**src/rtl/i2c_bus_arbiter.sv**
```systemverilog
// Round-robin arbiter sharing one byte-level I2C engine between the BH1750
// sequencer (requester 0) and the LCD1602 backpack writer (requester 1).
module i2c_bus_arbiter #(
   parameter int TIMEOUT_CYCLES = 25_000_000,
   parameter int GAP_CYCLES     = 250,
   parameter int CNT_W          = 32
) (
   input  logic        i_clk,
   input  logic        i_rst,
   input  logic [1:0]  i_req,
   input  logic [1:0]  i_rw,
   input  logic [15:0] i_opcode,
   output logic [1:0]  o_gnt,
   output logic [1:0]  o_done,
   output logic        o_err,
   output logic [15:0] o_rdata,
   output logic        o_eng_start,
   output logic        o_eng_rw,
   output logic [7:0]  o_eng_opcode,
   input  logic        i_eng_busy,
   input  logic        i_eng_tick_done,
   input  logic [15:0] i_eng_data
);

   typedef enum logic [2:0] {S_IDLE, S_LAUNCH, S_WAIT, S_DONE, S_GAP} state_t;

   localparam logic [CNT_W-1:0] TO_LAST  = CNT_W'(TIMEOUT_CYCLES - 1);
   localparam logic [CNT_W-1:0] GAP_LAST = CNT_W'((GAP_CYCLES > 0) ? GAP_CYCLES - 1 : 0);

   state_t           state, state_nxt;
   logic [CNT_W-1:0] cnt, cnt_nxt;
   logic             g, g_nxt, ptr, ptr_nxt;
   logic             win, any_req, tmo, fin_ok, fin_to;
   logic [1:0]       gnt_nxt, done_nxt;
   logic             err_nxt, start_nxt, rw_nxt;
   logic [15:0]      rdata_nxt;
   logic [7:0]       op_nxt;

   assign any_req = |i_req;
   // Contention goes to ptr; a lone requester wins outright.
   assign win     = (&i_req) ? ptr : i_req[1];
   assign tmo     = (cnt == TO_LAST);
   // tick_done beats a coincident timeout.
   assign fin_ok  = (state == S_WAIT) && i_eng_tick_done;
   assign fin_to  = ((state == S_LAUNCH) || (state == S_WAIT)) && tmo && !fin_ok;

   always_ff @(posedge i_clk or negedge i_rst) begin
      if (!i_rst) state <= S_IDLE;
      else        state <= state_nxt;
   end

   always_comb begin
      state_nxt = state;
      case (state)
         S_IDLE:   if (any_req) state_nxt = S_LAUNCH;
         S_LAUNCH: if (fin_to) state_nxt = S_DONE;
                   else if (i_eng_busy) state_nxt = S_WAIT;
         S_WAIT:   if (fin_ok || fin_to) state_nxt = S_DONE;
         S_DONE:   state_nxt = (GAP_CYCLES == 0) ? S_IDLE : S_GAP;
         S_GAP:    if (cnt == GAP_LAST) state_nxt = S_IDLE;
         default:  state_nxt = S_IDLE;
      endcase
   end

   always_comb begin
      gnt_nxt   = o_gnt;
      done_nxt  = 2'b00;
      err_nxt   = 1'b0;
      start_nxt = o_eng_start;
      rw_nxt    = o_eng_rw;
      op_nxt    = o_eng_opcode;
      rdata_nxt = o_rdata;
      g_nxt     = g;
      ptr_nxt   = ptr;
      cnt_nxt   = cnt;
      case (state)
         S_IDLE: begin
            cnt_nxt = '0;
            if (any_req) begin
               g_nxt     = win;
               ptr_nxt   = ~win;
               gnt_nxt   = win ? 2'b10 : 2'b01;
               start_nxt = 1'b1;
               rw_nxt    = i_rw[win];
               op_nxt    = win ? i_opcode[15:8] : i_opcode[7:0];
            end
         end
         S_LAUNCH: begin
            cnt_nxt = cnt + CNT_W'(1);
            if (fin_to) begin
               start_nxt = 1'b0;
               done_nxt  = g ? 2'b10 : 2'b01;
               err_nxt   = 1'b1;
            end else if (i_eng_busy) begin
               start_nxt = 1'b0;
            end
         end
         S_WAIT: begin
            cnt_nxt = cnt + CNT_W'(1);
            if (fin_ok) begin
               rdata_nxt = i_eng_data;
               done_nxt  = g ? 2'b10 : 2'b01;
            end else if (fin_to) begin
               done_nxt  = g ? 2'b10 : 2'b01;
               err_nxt   = 1'b1;
            end
         end
         S_DONE: begin
            gnt_nxt = 2'b00;
            cnt_nxt = '0;
         end
         S_GAP:   cnt_nxt = cnt + CNT_W'(1);
         default: cnt_nxt = '0;
      endcase
   end

   always_ff @(posedge i_clk or negedge i_rst) begin
      if (!i_rst) begin
         o_gnt        <= 2'b00;
         o_done       <= 2'b00;
         o_err        <= 1'b0;
         o_rdata      <= '0;
         o_eng_start  <= 1'b0;
         o_eng_rw     <= 1'b0;
         o_eng_opcode <= '0;
         g            <= 1'b0;
         ptr          <= 1'b0;
         cnt          <= '0;
      end else begin
         o_gnt        <= gnt_nxt;
         o_done       <= done_nxt;
         o_err        <= err_nxt;
         o_rdata      <= rdata_nxt;
         o_eng_start  <= start_nxt;
         o_eng_rw     <= rw_nxt;
         o_eng_opcode <= op_nxt;
         g            <= g_nxt;
         ptr          <= ptr_nxt;
         cnt          <= cnt_nxt;
      end
   end

endmodule

```
**config.mk**
```make
export PLATFORM = sky130hd
export DESIGN_NAME = i2c_bus_arbiter
export DESIGN_NICKNAME = d
export VERILOG_FILES = /design/src/rtl/i2c_bus_arbiter.sv
export SDC_FILE = /design/constraint.sdc
export NUM_CORES = 1
export LEC_CHECK = 0
export ABC_AREA = 1
export ABC_CLOCK_PERIOD_IN_PS = 2500
export CAP_MARGIN = 0
export CORE_MARGIN = 8
export CORE_UTILIZATION = 25
export CTS_CLUSTER_DIAMETER = 80
export DETAILED_ROUTE_END_ITERATION = 6
export PLACE_DENSITY = 0.41
export SLEW_MARGIN = 20
export SYNTH_ARGS = -nofsm -noshare
export SYNTH_HDL_FRONTEND = slang
export SYNTH_SLANG_ARGS = --single-unit
```
**constraint.sdc**
```tcl
create_clock -name i_clk -period 2.5 [get_ports i_clk]
set_clock_uncertainty 0.1 [all_clocks]
set_input_delay 0.5 -clock i_clk [delete_from_list [all_inputs] [get_ports i_clk]]
set_output_delay 0.5 -clock i_clk [all_outputs]
set_load 0.01 [all_outputs]
```
==> summary.md, run 1 <==
| Metric | Value |
|---|---|
| Number of routed nets with antenna violations | 0 |
| Pre-CTS setup slack | 0.236 ns |
| CP max stage delay | 0.39 ns |
| Worst VDD drop | 0.000442 V |
| Initial core utilization | 0.255 |
| Number of distinct library cells after synthesis | 34 |
| Synth warn | 0 |
| Power Dens Cells | 940 nW/um2 |
| F_max | 529 MHz |
| Critical Path RT | 2.63 ns |
| Clock Power Share | 0.282 |
| CTS sink cnt | 68 |
| DIE AREA | 18900 um2 |
| Final worst slack | 0.610 ns |
| Final setup vio count | 0 |
| Top cell family by delay on the critical path | simple AND/OR/NAND/NOR gates |
| Die Span Y | 138 um |
| Leak Pwr | 2.22 nW |
| Async set-reset flop share out of synthesis | 1.00 |
| Clock buffer depth | 2 |
| Fraction of layout cells with a size suffix above 1 | 0.135 |
| Mapped Nets | 518 |
| P&R area growth vs syn | 32.5% |
| Register-to-register setup slack | 0.61 ns |
| Period utilization | 0.756 |
| Crit-path cells | ha_1 > nand3_1 > inv_2 > nand2_2 > nor3_4 > nand4_1 > xor2_1 > nor2_1 |
| Crit. End Element | flip-flop |
| Clk pin slew, worst setup/hold paths | 0.06 ns |
| Power consumption | 0.00460 W |
| Largest net degree at the start of global routing | 69 |
| Post-synthesis register bit count | 68 |
| Minimum clock period | 1.89 ns |
| Final TNS setup | 0 ns |
| Worst R2R Start | cnt[0] |
| CP Class | reg -> reg |
| Post-CTS setup buffer count | 0 |
| Worst setup SP type | flip-flop |
| Slew Viols, Final | 0 |
| Clk Latency, worst-skew pair | 0.34 ns |
| Combinational share of power | 0.379 |
| WP data arrival | 2.02 ns |
| CTS buffer count | 9 |
| Sw Ratio | 0.362 |
| Fill cell count | 1538 |
| Initial antenna violation count | 0 |
| First-pass GRT wire length | 17700 um |
| Initial drt markers | 210 |
| Slowest CP cell | dfrtp_1 |
| Die Wd | 138 um |
| Cts repair resizes | 0 |
| Post-Syn Area | 3690 um2 |
| Row count | 44 |
| Worst setup path start | cnt[0] |
| Layout Nets | 592 |
| Vias per cell | 4.40 |
| N_diodes | 0 |
| Max cap viols | 0 |
| Port Buf Inserts | 70 |
| Placed Cells | 723 |
| Syn_area_per_cell | 7.76 um2 |
| WP depth | 8 |
| Total congestion overflow | 0 |
| Vias in the first global route | 3431 |
| Drt wl/cell | 14.3 um |
| Ports | 71 |
| Run status | completed |
| CTS tree | yes |
| GPL Wtd Cong | 0.813 |
| Root Buffer | clkbuf_16 |
| TritonRoute pass-1 iters | 5 |
| Final Non-Filler Cells | 739 |
| Hold Path Class | in -> async |
| Psw | 0.00167 W |
| Slew headroom | 0.401 |
| Top_reg_cell synth | dfrtp_1 |
| Worst-path maximum fanout | 5 |
| Flop pwr share | 0.339 |
| Pint | 0.00294 W |
| R2R depth | 8 |
| Final HPWL DP | 8150 um |
| Total count of hold-check failures in the final report | 0 |
| H-tree Lvls | 3 |
| DRT Wirelength | 10600 um |
| DRC violations left | 0 |
| Sequential share of the synthesized area | 0.461 |
| Gr usage total | 0.121 |
| Worst Path Buf+Inv | 1 |
| Hold_buf cts | 0 |
| Mapped Cells | 476 |
| Core ar. | 14500 um2 |
| Post-synth EDFFs | 0 |
| Unrepaired setup endpoints after global routing | no |
| Vias | 3255 |
| Worst Tran Pin Value | 0.899 ns |
-- final timing paths --
path | end
worst max-delay path | cnt[26]
worst min register to register | o_done[0]
max in group asynchronous | o_rdata[14]
worst min-delay path | cnt[4]
min in group i_clk | o_done[0]
worst max register to register | cnt[26]
-- layer usage --
metal,global-route usage,share of wire,up-vias
li1,-,-,1661
met1,0.150,0.47,1516
met2,0.189,0.47,66
met3,0.0460,0.052,12
met4,0.0392,0.014,0
met5,0,0,-
-- area by class of cell --
| cell class | count | area [um2] | area share |
|---|---|---|---|
| flip-flops and latches | 68 | 1700 | 0.348 |
| multi-input cells | 333 | 1690 | 0.346 |
| repair buffers | 74 | 728 | 0.149 |
| inverters | 64 | 240 | 0.0491 |
| well taps | 184 | 230 | 0.0470 |
| clock buffers | 9 | 225 | 0.0460 |
| clock inverters | 7 | 76.3 | 0.0156 |
-- layout by cell type, fill, tap and decap left out --
| master | instances |
|---|---|
| nor3_2 | 3 |
| ha_1 | 2 |
| nor3_1 | 15 |
| dfrtp_1 | 68 |
| nor2_1 | 58 |
| clkdlybuf4s50_1 | 69 |
| o211ai_1 | 1 |
| inv_6 | 1 |
| a21oi_1 | 14 |
| nor2_2 | 7 |
| o21ai_1 | 3 |
| a211oi_1 | 1 |
| nand4_1 | 12 |
| nand3_2 | 1 |
| a21oi_2 | 1 |
| or2_0 | 1 |
| a31oi_1 | 3 |
| or2_1 | 1 |
| xnor2_1 | 1 |
| nand3_1 | 31 |
| clkbuf_16 | 9 |
| o211ai_2 | 8 |
| inv_2 | 11 |
| nor3b_2 | 1 |
| nand2_1 | 128 |
| clkinv_2 | 1 |
| nor2_4 | 4 |
| clkinvlp_4 | 2 |
| or2_2 | 3 |
| o21ai_0 | 10 |
| bufinv_16 | 1 |
| xor2_1 | 9 |
| nor3_4 | 2 |
| nand2_2 | 11 |
| inv_1 | 53 |
| buf_4 | 5 |
| clkinv_4 | 2 |
| nor4_2 | 2 |
-- synth_stat cells, types with 2 or more instances --
| cell | number | area (um2) |
|---|---|---|
| buf_2 | 6 | 30.0 |
| dfrtp_1 | 68 | 1700 |
| nor4_2 | 2 | 25.0 |
| nor3_4 | 2 | 32.5 |
| o21ai_1 | 3 | 15.0 |
| nor2_4 | 4 | 45.0 |
| xor2_1 | 9 | 78.8 |
| a31oi_1 | 3 | 18.8 |
| or2_2 | 3 | 18.8 |
| ha_1 | 2 | 25.0 |
| inv_2 | 11 | 41.3 |
| nand3_1 | 31 | 155 |
| o211ai_2 | 8 | 100 |
| o21ai_0 | 10 | 50.1 |
| nor2_1 | 58 | 218 |
| nand4_1 | 12 | 75.1 |
| clkbuf_1 | 3 | 11.3 |
| nand2_2 | 11 | 68.8 |
| a21oi_1 | 14 | 70.1 |
| nor3_1 | 15 | 75.1 |
| nor2_2 | 7 | 43.8 |
| nand2_1 | 128 | 480 |
| nor3_2 | 3 | 30.0 |
| inv_1 | 53 | 199 |
-- state kept, by name, summed over array words and instances, names as in the netlist --
signal / flops
g: 1
o_gnt: 2
o_err: 1
o_eng_start: 1
cnt: 32
o_done: 2
ptr: 1
o_eng_rw: 1
state: 3
o_eng_opcode: 8
o_rdata: 16
-- power groups by stage --
stage	logic [W]	clock network [W]	registers, W
after global routing	0.00196	0.00138	0.00160
after global placement	0.00177	0	0.00157
after detailed placement	0.00179	0	0.00157
after CTS	0.00179	0.00134	0.00156
after floorplan	0.000908	0	0.00165
final	0.00175	0.00130	0.00156
-- through the flow --
| stage | util | hold slack, ns | cell area [um2] |
|---|---|---|---|
| after global routing | 0.338 | 0.265 | 4890 |
| after CTS | 0.338 | 0.225 | 4890 |
| after global placement | 0.317 | 0.312 | 4590 |
| final | 0.338 | 0.175 | 4890 |
| after detailed placement | 0.317 | 0.328 | 4590 |
| after floorplan | - | 0.104 | 3690 |
-- cell families (layout without fill, tap and decap cells) --
kind of cell               Yosys count  after routing  share of synthesized area
AOI/OAI and AO/OA                   41             41                     0.0752
adders and majority gates            2              2                    0.00677
xor gates and xnor gates            10             10                     0.0237
buffers and inverters               75            154                     0.0813
and+or+nand+nor                    280            280                      0.353
DFF                                 68             68                      0.461
(Power assumes the default switching activity.)
==> run 2: changes to the inputs <==
ABC_CLOCK_PERIOD_IN_PS = 1800   (was 2500)
clock period = 1.8 ns   (was 2.5 ns; I/O delays follow)
==> summary.md, run 2 (synthesized netlist as in run 1, its figures left out) <==
| Metric | Value |
|---|---|
| Crit. End Element | output port |
| Largest net degree at the start of global routing | 69 (unchanged) |
| Final HPWL DP | 8420 um (+3.4%) |
| WP data arrival | 1.28 ns (-0.74 ns) |
| Design area | 5210 um2 (+6.5%) |
| Slew Viols, Final | 0 (unchanged) |
| Worst Path Buf+Inv | 1 (unchanged) |
| Vias in the first global route | 3568 (+4.0%) |
| Initial core utilization | 0.255 (unchanged) |
| Clk pin slew, worst setup/hold paths | 0.05 ns (about the same) |
| Crit-path cells | clkdlybuf4s50_1 |
| Die Span Y | 138 um (unchanged) |
| Row count | 44 (unchanged) |
| Worst setup SP type | flip-flop |
| Post-layout util | 0.360 (+0.0220) |
| Final TNS setup | 0 ns (unchanged) |
| Port Buf Inserts | 70 (unchanged) |
| Clock buffer depth | 2 (unchanged) |
| First-pass GRT wire length | 18100 um (+2.1%) |
| Ports | 71 (unchanged) |
| Clk Latency, worst-skew pair | 0.34 ns (about the same) |
| Slew headroom | 0.742 (+0.341) |
| Largest register FFs | 32 (unchanged) |
| CTS buffer count | 9 (unchanged) |
| Largest regs | cnt (32), o_rdata (16), o_eng_opcode (8) |
| Most common cell after layout, fill and taps aside | nand2_1 |
| Total count of hold-check failures in the final report | 0 (unchanged) |
| TritonRoute pass-1 iters | 5 (unchanged) |
| Layout Nets | 615 (+3.9%) |
| DRC violations left | 0 (unchanged) |
| Slowest CP cell | clkdlybuf4s50_1 |
| Period utilization | 0.965 |
| Vias per cell | 4.41 (about the same) |
| Core ar. | 14500 um2 (unchanged) |
| Top cell family by delay on the critical path | buffers and inverters |
| Gr usage total | 0.124 (+0.00329) |
| F_max | 575 MHz |
| GPL Wtd Cong | 0.820 (+0.90%) |
| DIE AREA | 18900 um2 (unchanged) |
| Hold Path Class | reg -> reg |
| Final setup vio count | 0 (unchanged) |
| Final worst slack | 0.0623 ns (-0.547 ns) |
| P&R area growth vs syn | 41.1% |
| Total congestion overflow | 0 (unchanged) |
| H-tree Lvls | 3 (unchanged) |
| Final Non-Filler Cells | 762 (+3.1%) |
| DP Area | 4760 um2 (+3.7%) |
| Worst VDD drop | 0.000557 V (+26%) |
| CP Class | reg -> out |
| Worst Tran Pin Value | 0.388 ns (-0.511 ns) |
| Pre-CTS setup slack | -0.0557 ns (-0.292 ns) |
| CP max stage delay | 0.56 ns (+0.17 ns) |
| Die Wd | 138 um (unchanged) |
| Largest Register | cnt |
| Initial antenna violation count | 0 (unchanged) |
| Worst-path maximum fanout | 2 (-3) |
| CTS tree | yes |
| Root Buffer | clkbuf_16 |
| Initial drt markers | 177 (-16%) |
| N_diodes | 0 (unchanged) |
| Unrepaired setup endpoints after global routing | yes |
| Fraction of layout cells with a size suffix above 1 | 0.209 (+0.0742) |
| Power Dens Cells | 1270 nW/um2 (+35%) |
| Drt wl/cell | 14.4 um (+0.14%) |
| Run status | completed |
| Most frequent cells in the layout | nand2_1 (126), clkdlybuf4s50_1 (69), dfrtp_1 (62) |
| Register-to-register setup slack | 0.09 ns (-0.52 ns) |
| Critical Path RT | 1.34 ns (-1.29 ns) |
| CTS sink cnt | 68 (unchanged) |
| Leak Pwr | 2.40 nW (+8.1%) |
| Placed Cells | 742 (+2.6%) |
| Minimum clock period | 1.74 ns |
| Number of routed nets with antenna violations | 0 (unchanged) |
| Vias | 3358 (+3.2%) |
| DRT Wirelength | 10900 um (+3.3%) |
| Max cap viols | 0 (unchanged) |
==> run 2: path summary, 6_finish.rpt <==
check | from | endpoint | cells after the start
max | o_eng_start | o_eng_start | 1
min | g | o_done[0] | 1
max reg2reg | cnt[14] | cnt[30] | 7
min reg2reg | g | o_done[0] | 1
max in group asynchronous | i_rst | o_rdata[8] | 3
min in group asynchronous | i_rst | cnt[11] | 3
==> run 2: power breakdown <==
part	internal, W	switching [W]
Combinational	0.00118	0.00136
Sequential	0.00192	0.000240
Clock	0.00125	0.000666
==> run 2: final cells by class <==
| type | count | area, um2 |
|---|---|---|
| Multi-Input combinational cell | 333 | 1790 |
| Fill cell | 1554 | 9270 |
| Clock buffer | 12 | 246 |
| Sequential cell | 68 | 1710 |
| Clock inverter | 4 | 72.6 |
| Tap cell | 184 | 230 |
| Timing Repair Buffer | 97 | 928 |
| Inverter | 64 | 240 |
==> run 2: timing repair <==
| item | in CTS | in global routing |
|---|---|---|
| resized for setup | 1 | 30 |
| pin swaps | 0 | 2 |
| setup buffers | 0 | 3 |
| setup endpoints to repair | 2 | 21 |
| hold endpoints to repair | 68 | 0 |
| hold buffers | 1 | 0 |
==> run 2: per-stage QoR <==
step / power (W) / hold slack [ns]
final: 0.00663 / 0.328
after global routing: 0.00711 / 0.353
after CTS: 0.00674 / 0.330
after detailed placement: 0.00476 / 0.305
after global placement: 0.00476 / 0.308
after floorplan: 0.00356 / -0.0356
==> run 2: per-layer routing <==
metal | vias up | wire (um) | global-route usage
met5 | - | 0 | 0
met4 | 0 | 137 | 0.0435
met3 | 10 | 710 | 0.0503
met2 | 82 | 5090 | 0.193
met1 | 1558 | 5010 | 0.152
li1 | 1708 | - | -
==> RTL edit 1, RTL diff (settings of run 1) <==
Re-encode `state_t` (5 states) as one-hot, 5 bits wide.
--- a/src/rtl/i2c_bus_arbiter.sv
+++ b/src/rtl/i2c_bus_arbiter.sv
@@ -22,7 +22,7 @@
    input  logic [15:0] i_eng_data
 );
 
-   typedef enum logic [2:0] {S_IDLE, S_LAUNCH, S_WAIT, S_DONE, S_GAP} state_t;
+   typedef enum logic [4:0] {S_IDLE = 5'b00001, S_LAUNCH = 5'b00010, S_WAIT = 5'b00100, S_DONE = 5'b01000, S_GAP = 5'b10000} state_t;
 
    localparam logic [CNT_W-1:0] TO_LAST  = CNT_W'(TIMEOUT_CYCLES - 1);
    localparam logic [CNT_W-1:0] GAP_LAST = CNT_W'((GAP_CYCLES > 0) ? GAP_CYCLES - 1 : 0);
Formal check against the unedited RTL: same outputs for any inputs over 10 cycles, from zero or initial values and one cycle with i_rst low; not proved beyond that.
==> RTL edit 1 against run 1 <==
- sequential cell count is 2 higher
- fmax is 0.47% higher
- total power is 4.3% lower
- routed wire length is 0.49% higher
- worst setup slack better by 0.0088 ns
- core utilization is 0.48 points higher
- via count is 2.5% higher
- synthesized area stayed put
- final area is 1.4% higher
- highest routed layer unchanged
==> RTL edit 1: results (changes against run 1) <==
* Vias in the first global route at 3453 (+0.64%)
* Post-Route WL at 10700 um (+0.49%)
* Initial antenna violation count at 0 (unchanged)
* R2R depth at 10 (+2)
* Metal1 wirelength at 5020 um (+1.8%)
* DP HPWL at 8030 um (-1.5%)
* GRT Util Overall at 12.3% (+0.16 points)
* NumNets Final at 602 (+1.7%)
* First-pass GRT wire length at 18000 um (+1.9%)
* Vias per cell at 4.46 (+1.3%)
* Worst-case clock buffer depth at 2 (unchanged)
* Area post-placement at 0.00463 mm^2 (+0.82%)
* Outcome: finished clean
* Met1 usage at 15.9% (+0.87 points)
* VDD IR max at 454 uV (+2.8%)
* Synth cell types at 35 (+2.9%)
* Placement Setup Slack at 0.523 ns (+0.286 ns)
* GR Layer Usage met2 at 18.3% (-0.57 points)
* Initial drt markers at 171 (-19%)
* Syn Nets at 524 (+1.2%)
* Largest net degree at the start of global routing at 31 (-55%)
* Filler instances at 1541 (+0.20%)
* WP data arrival at 1.99 ns (-0.03 ns)
* Leak pwr at 2.30 nW (+4.0%)
* Combinational Power at 1.43 mW (-18%)
* Ranking of synthesized cells by area: dfrtp_1 (47%), nand2_1 (13%), nand3_1 (6.6%), nor2_1 (6.5%), inv_1 (5.7%)
* Hold Path Class: reg -> reg
* H-tree depth at 3 (unchanged)
* WL met2 at 4940 um (-0.52%)
* Clock Latency Late Sink at 0.34 ns (about the same)
* Met3 Resource Use GR at 5.22% (+0.62 points)
* Share of layout cells above drive strength 1 at 10.3% (-3.2 points)
* Seq/Total Area, Yosys at 47.4% (+1.4 points)
* Routed length on met3 at 625 um (+13%)
* Post-synthesis async set-or-reset flop share at 100% (unchanged)
* End point of the critical path: cnt[16]$_DFF_PN0_
* CP Max Fanout at 4 (-1)
* Slew headroom at 70.1% (+30 points)
* Fmax at 0.532 GHz (+0.47%)
* Post-synth top cells: nand2_1 (126), dfrtp_1 (69), nor2_1 (64)
* Switching Fraction at 32.0% (-4.2 points)
* GPL Wtd Cong at 0.788 (-3.1%)
* # hold bufs at CTS at 1 (+1)
* DRT Pass-1 Iters at 4 (-1)
RTL edit 1: cell types whose count changed in the layout (fill, tap and decap cells not counted), moves of 4 or more:
cell | run 1 | this run
a21oi_1 | 14 | 18
xor2_1 | 9 | 2
nor2_1 | 58 | 64
nand2_2 | 11 | 4
o211ai_2 | 8 | 0
nand3_1 | 31 | 49
inv_2 | 11 | 4
RTL edit 1: logic make-up after synthesis:
kind of cell	after synthesis	synth area share, %
AO/OA/AOI/OAI	37	5.35
AND/OR/NAND/NOR	298	38.1
XOR/XNOR	3	0.711
buffers and inverters	72	7.75
flip-flops	70	47.4
adder cells (fa/ha/maj)	2	0.677
RTL edit 1: worst min-delay path by stage:
stage                           startpoint                endpoint  slack, ns
finish                       g$_DFFE_PN0P_     o_done[0]$_DFF_PN0_       0.34
global route        o_rdata[0]$_DFFE_PN0P_  o_rdata[0]$_DFFE_PN0P_       0.39
CTS                          g$_DFFE_PN0P_     o_done[0]$_DFF_PN0_       0.34
detailed placement           g$_DFFE_PN0P_     o_done[0]$_DFF_PN0_       0.32
global placement             g$_DFFE_PN0P_     o_done[0]$_DFF_PN0_       0.34
floorplan                            i_rst        cnt[0]$_DFF_PN0_       0.10
RTL edit 1: through the flow:
stage               hold slack [ns]  power (mW)  instances
finish                        0.337        4.41        748
global route                  0.392        4.72        748
CTS                           0.343        4.49        748
floorplan                     0.104        2.28        482
global placement              0.340        3.05        732
detailed placement            0.324        3.04        732
RTL edit 1: layout make-up:
type / instances / area, um^2 / share of cell area [%]
clock inverter: 5 / 83.8 / 1.69
tap: 184 / 230 / 4.64
multi-input combinational: 340 / 1660 / 33.4
timing repair buffer: 78 / 773 / 15.6
inverter: 61 / 229 / 4.61
clock buffer: 10 / 239 / 4.81
sequential: 70 / 1750 / 35.3
==> RTL edit 2, RTL diff (config.mk and constraints of run 1) <==
Made on the original files. Change the parameter `CNT_W` from 32 to 64.
--- a/src/rtl/i2c_bus_arbiter.sv
+++ b/src/rtl/i2c_bus_arbiter.sv
@@ -3,7 +3,7 @@
 module i2c_bus_arbiter #(
    parameter int TIMEOUT_CYCLES = 25_000_000,
    parameter int GAP_CYCLES     = 250,
-   parameter int CNT_W          = 32
+   parameter int CNT_W          = 64
 ) (
    input  logic        i_clk,
    input  logic        i_rst,
Behaviour: same outputs for any inputs over 10 cycles, from zero or initial values and one cycle with i_rst low; that may be too few to reach the edited logic, so the function may still have changed.
==> RTL edit 2 against run 1 <==
- worst setup slack worse by 0.23 ns
- final area grew 51%
- sequential cell count increased by 32
- routed wire length is 86% higher
- sequential power increased by 31%
- fmax fell by 11%
- first-iteration DRC count rose by 37%
- hold slack improved by 0.15 ns
- synthesized area rose by 60%
- total power is 19% higher
- highest routed layer unchanged
==> RTL edit 2: results (changes against run 1) <==
* Post-synth top cells: nand2_1 (179), nor2_1 (141), dfrtp_1 (100)
* Worst-path clk slew at 0.09 ns (+0.03 ns)
* Syn Nets at 842 (+63%)
* NumNets Final at 927 (+57%)
* WP data arrival at 2.27 ns (+0.25 ns)
* R2R setup slack at 0.38 ns (-0.23 ns)
* Switching Fraction at 37.7% (+1.4 points)
* GR Layer Usage met2 at 23.1% (+4.1 points)
* Leak pwr at 3.25 nW (+47%)
* Clock Latency Late Sink at 0.36 ns (+0.02 ns)
* Share of layout cells above drive strength 1 at 11.5% (-2.1 points)
* Placement Setup Slack at 0.403 ns (+0.167 ns)
* Filler instances at 2559 (+66%)
* Outcome: finished clean
* VDD IR max at 394 uV (-11%)
* Fmax at 0.471 GHz (-11%)
* Power per cell area at 739 mW/mm^2 (-21%)
* Initial drt markers at 288 (+37%)
* Top Registers: cnt x64, o_rdata x16, o_eng_opcode x8
* Hold Path Class: reg -> reg
* Met1 usage at 18.3% (+3.3 points)
* First-pass GRT wire length at 31300 um (+77%)
* Largest net degree at the start of global routing at 59 (-14%)
* Ranking of synthesized cells by area: dfrtp_1 (42%), nand2_1 (11%), nor2_1 (9.0%), inv_1 (6.0%), xor2_1 (4.0%)
* DP HPWL at 15400 um (+89%)
* Met3 Resource Use GR at 3.56% (-1.0 points)
==> RTL edit 2: per-layer routing <==
metal / up-vias / wire length (um) / part of all wire [%]
met5: - / 0 / 0
met3: 15 / 828 / 4.2
li1: 2721 / - / -
met1: 2480 / 9120 / 46
met2: 96 / 9400 / 48
met4: 0 / 328 / 1.7
==> RTL edit 2: area by class of cell <==
type / instances / area share (%)
clock buffer: 9 / 3.05
tap: 319 / 5.40
clock inverter: 7 / 0.898
sequential: 100 / 33.9
timing repair buffer: 86 / 11.3
inverter: 110 / 5.59
multi-input combinational: 578 / 39.9
==> RTL edit 2: worst paths after layout <==
path                             startpoint                           to  depth (start not counted)
max                        cnt[0]$_DFF_PN0_            cnt[46]$_DFF_PN0_                          8
min                           g$_DFFE_PN0P_          o_done[0]$_DFF_PN0_                          1
max reg2reg                cnt[0]$_DFF_PN0_            cnt[46]$_DFF_PN0_                          8
min reg2reg                   g$_DFFE_PN0P_          o_done[0]$_DFF_PN0_                          1
max in group asynchronous             i_rst            cnt[45]$_DFF_PN0_                          3
min in group asynchronous             i_rst  o_eng_opcode[2]$_DFFE_PN0P_                          2
==> RTL edit 2: power by group through the flow <==
stage / Clock (mW) / Sequential [mW] / Combinational, mW
floorplan: 0 / 2.17 / 0.906
global placement: 0 / 2.08 / 2.05
detailed placement: 0 / 2.08 / 2.02
CTS: 1.51 / 2.05 / 2.03
global route: 1.56 / 2.09 / 2.21
finish: 1.45 / 2.05 / 1.96
==> RTL edit 2: repair_timing <==
item | CTS | global route
hold buffers | 1 | 0
hold endpoints to repair | 20 | 0
endpoints found under the setup margin | 0 | 0
==> RTL edit 2: logic make-up (layout without fill, tap and decap cells) <==
family	after synthesis	after routing	share of synthesized area [%]
DFF	100	100	42.4
buffers and inverters	122	212	7.80
xor gates and xnor gates	32	32	4.75
AOI/OAI and AO/OA	55	55	5.32
and+or+nand+nor	489	489	39.3
adders and majority gates	2	2	0.424
==> RTL edit 2: stage by stage <==
stage / hold WS [ns] / std cells
2_1_floorplan: 0.104 / 800
3_3_place_gp: 0.308 / 1192
3_5_place_dp: 0.312 / 1192
4_1_cts: 0.327 / 1209
5_1_grt: 0.360 / 1209
6_report: 0.328 / 1209
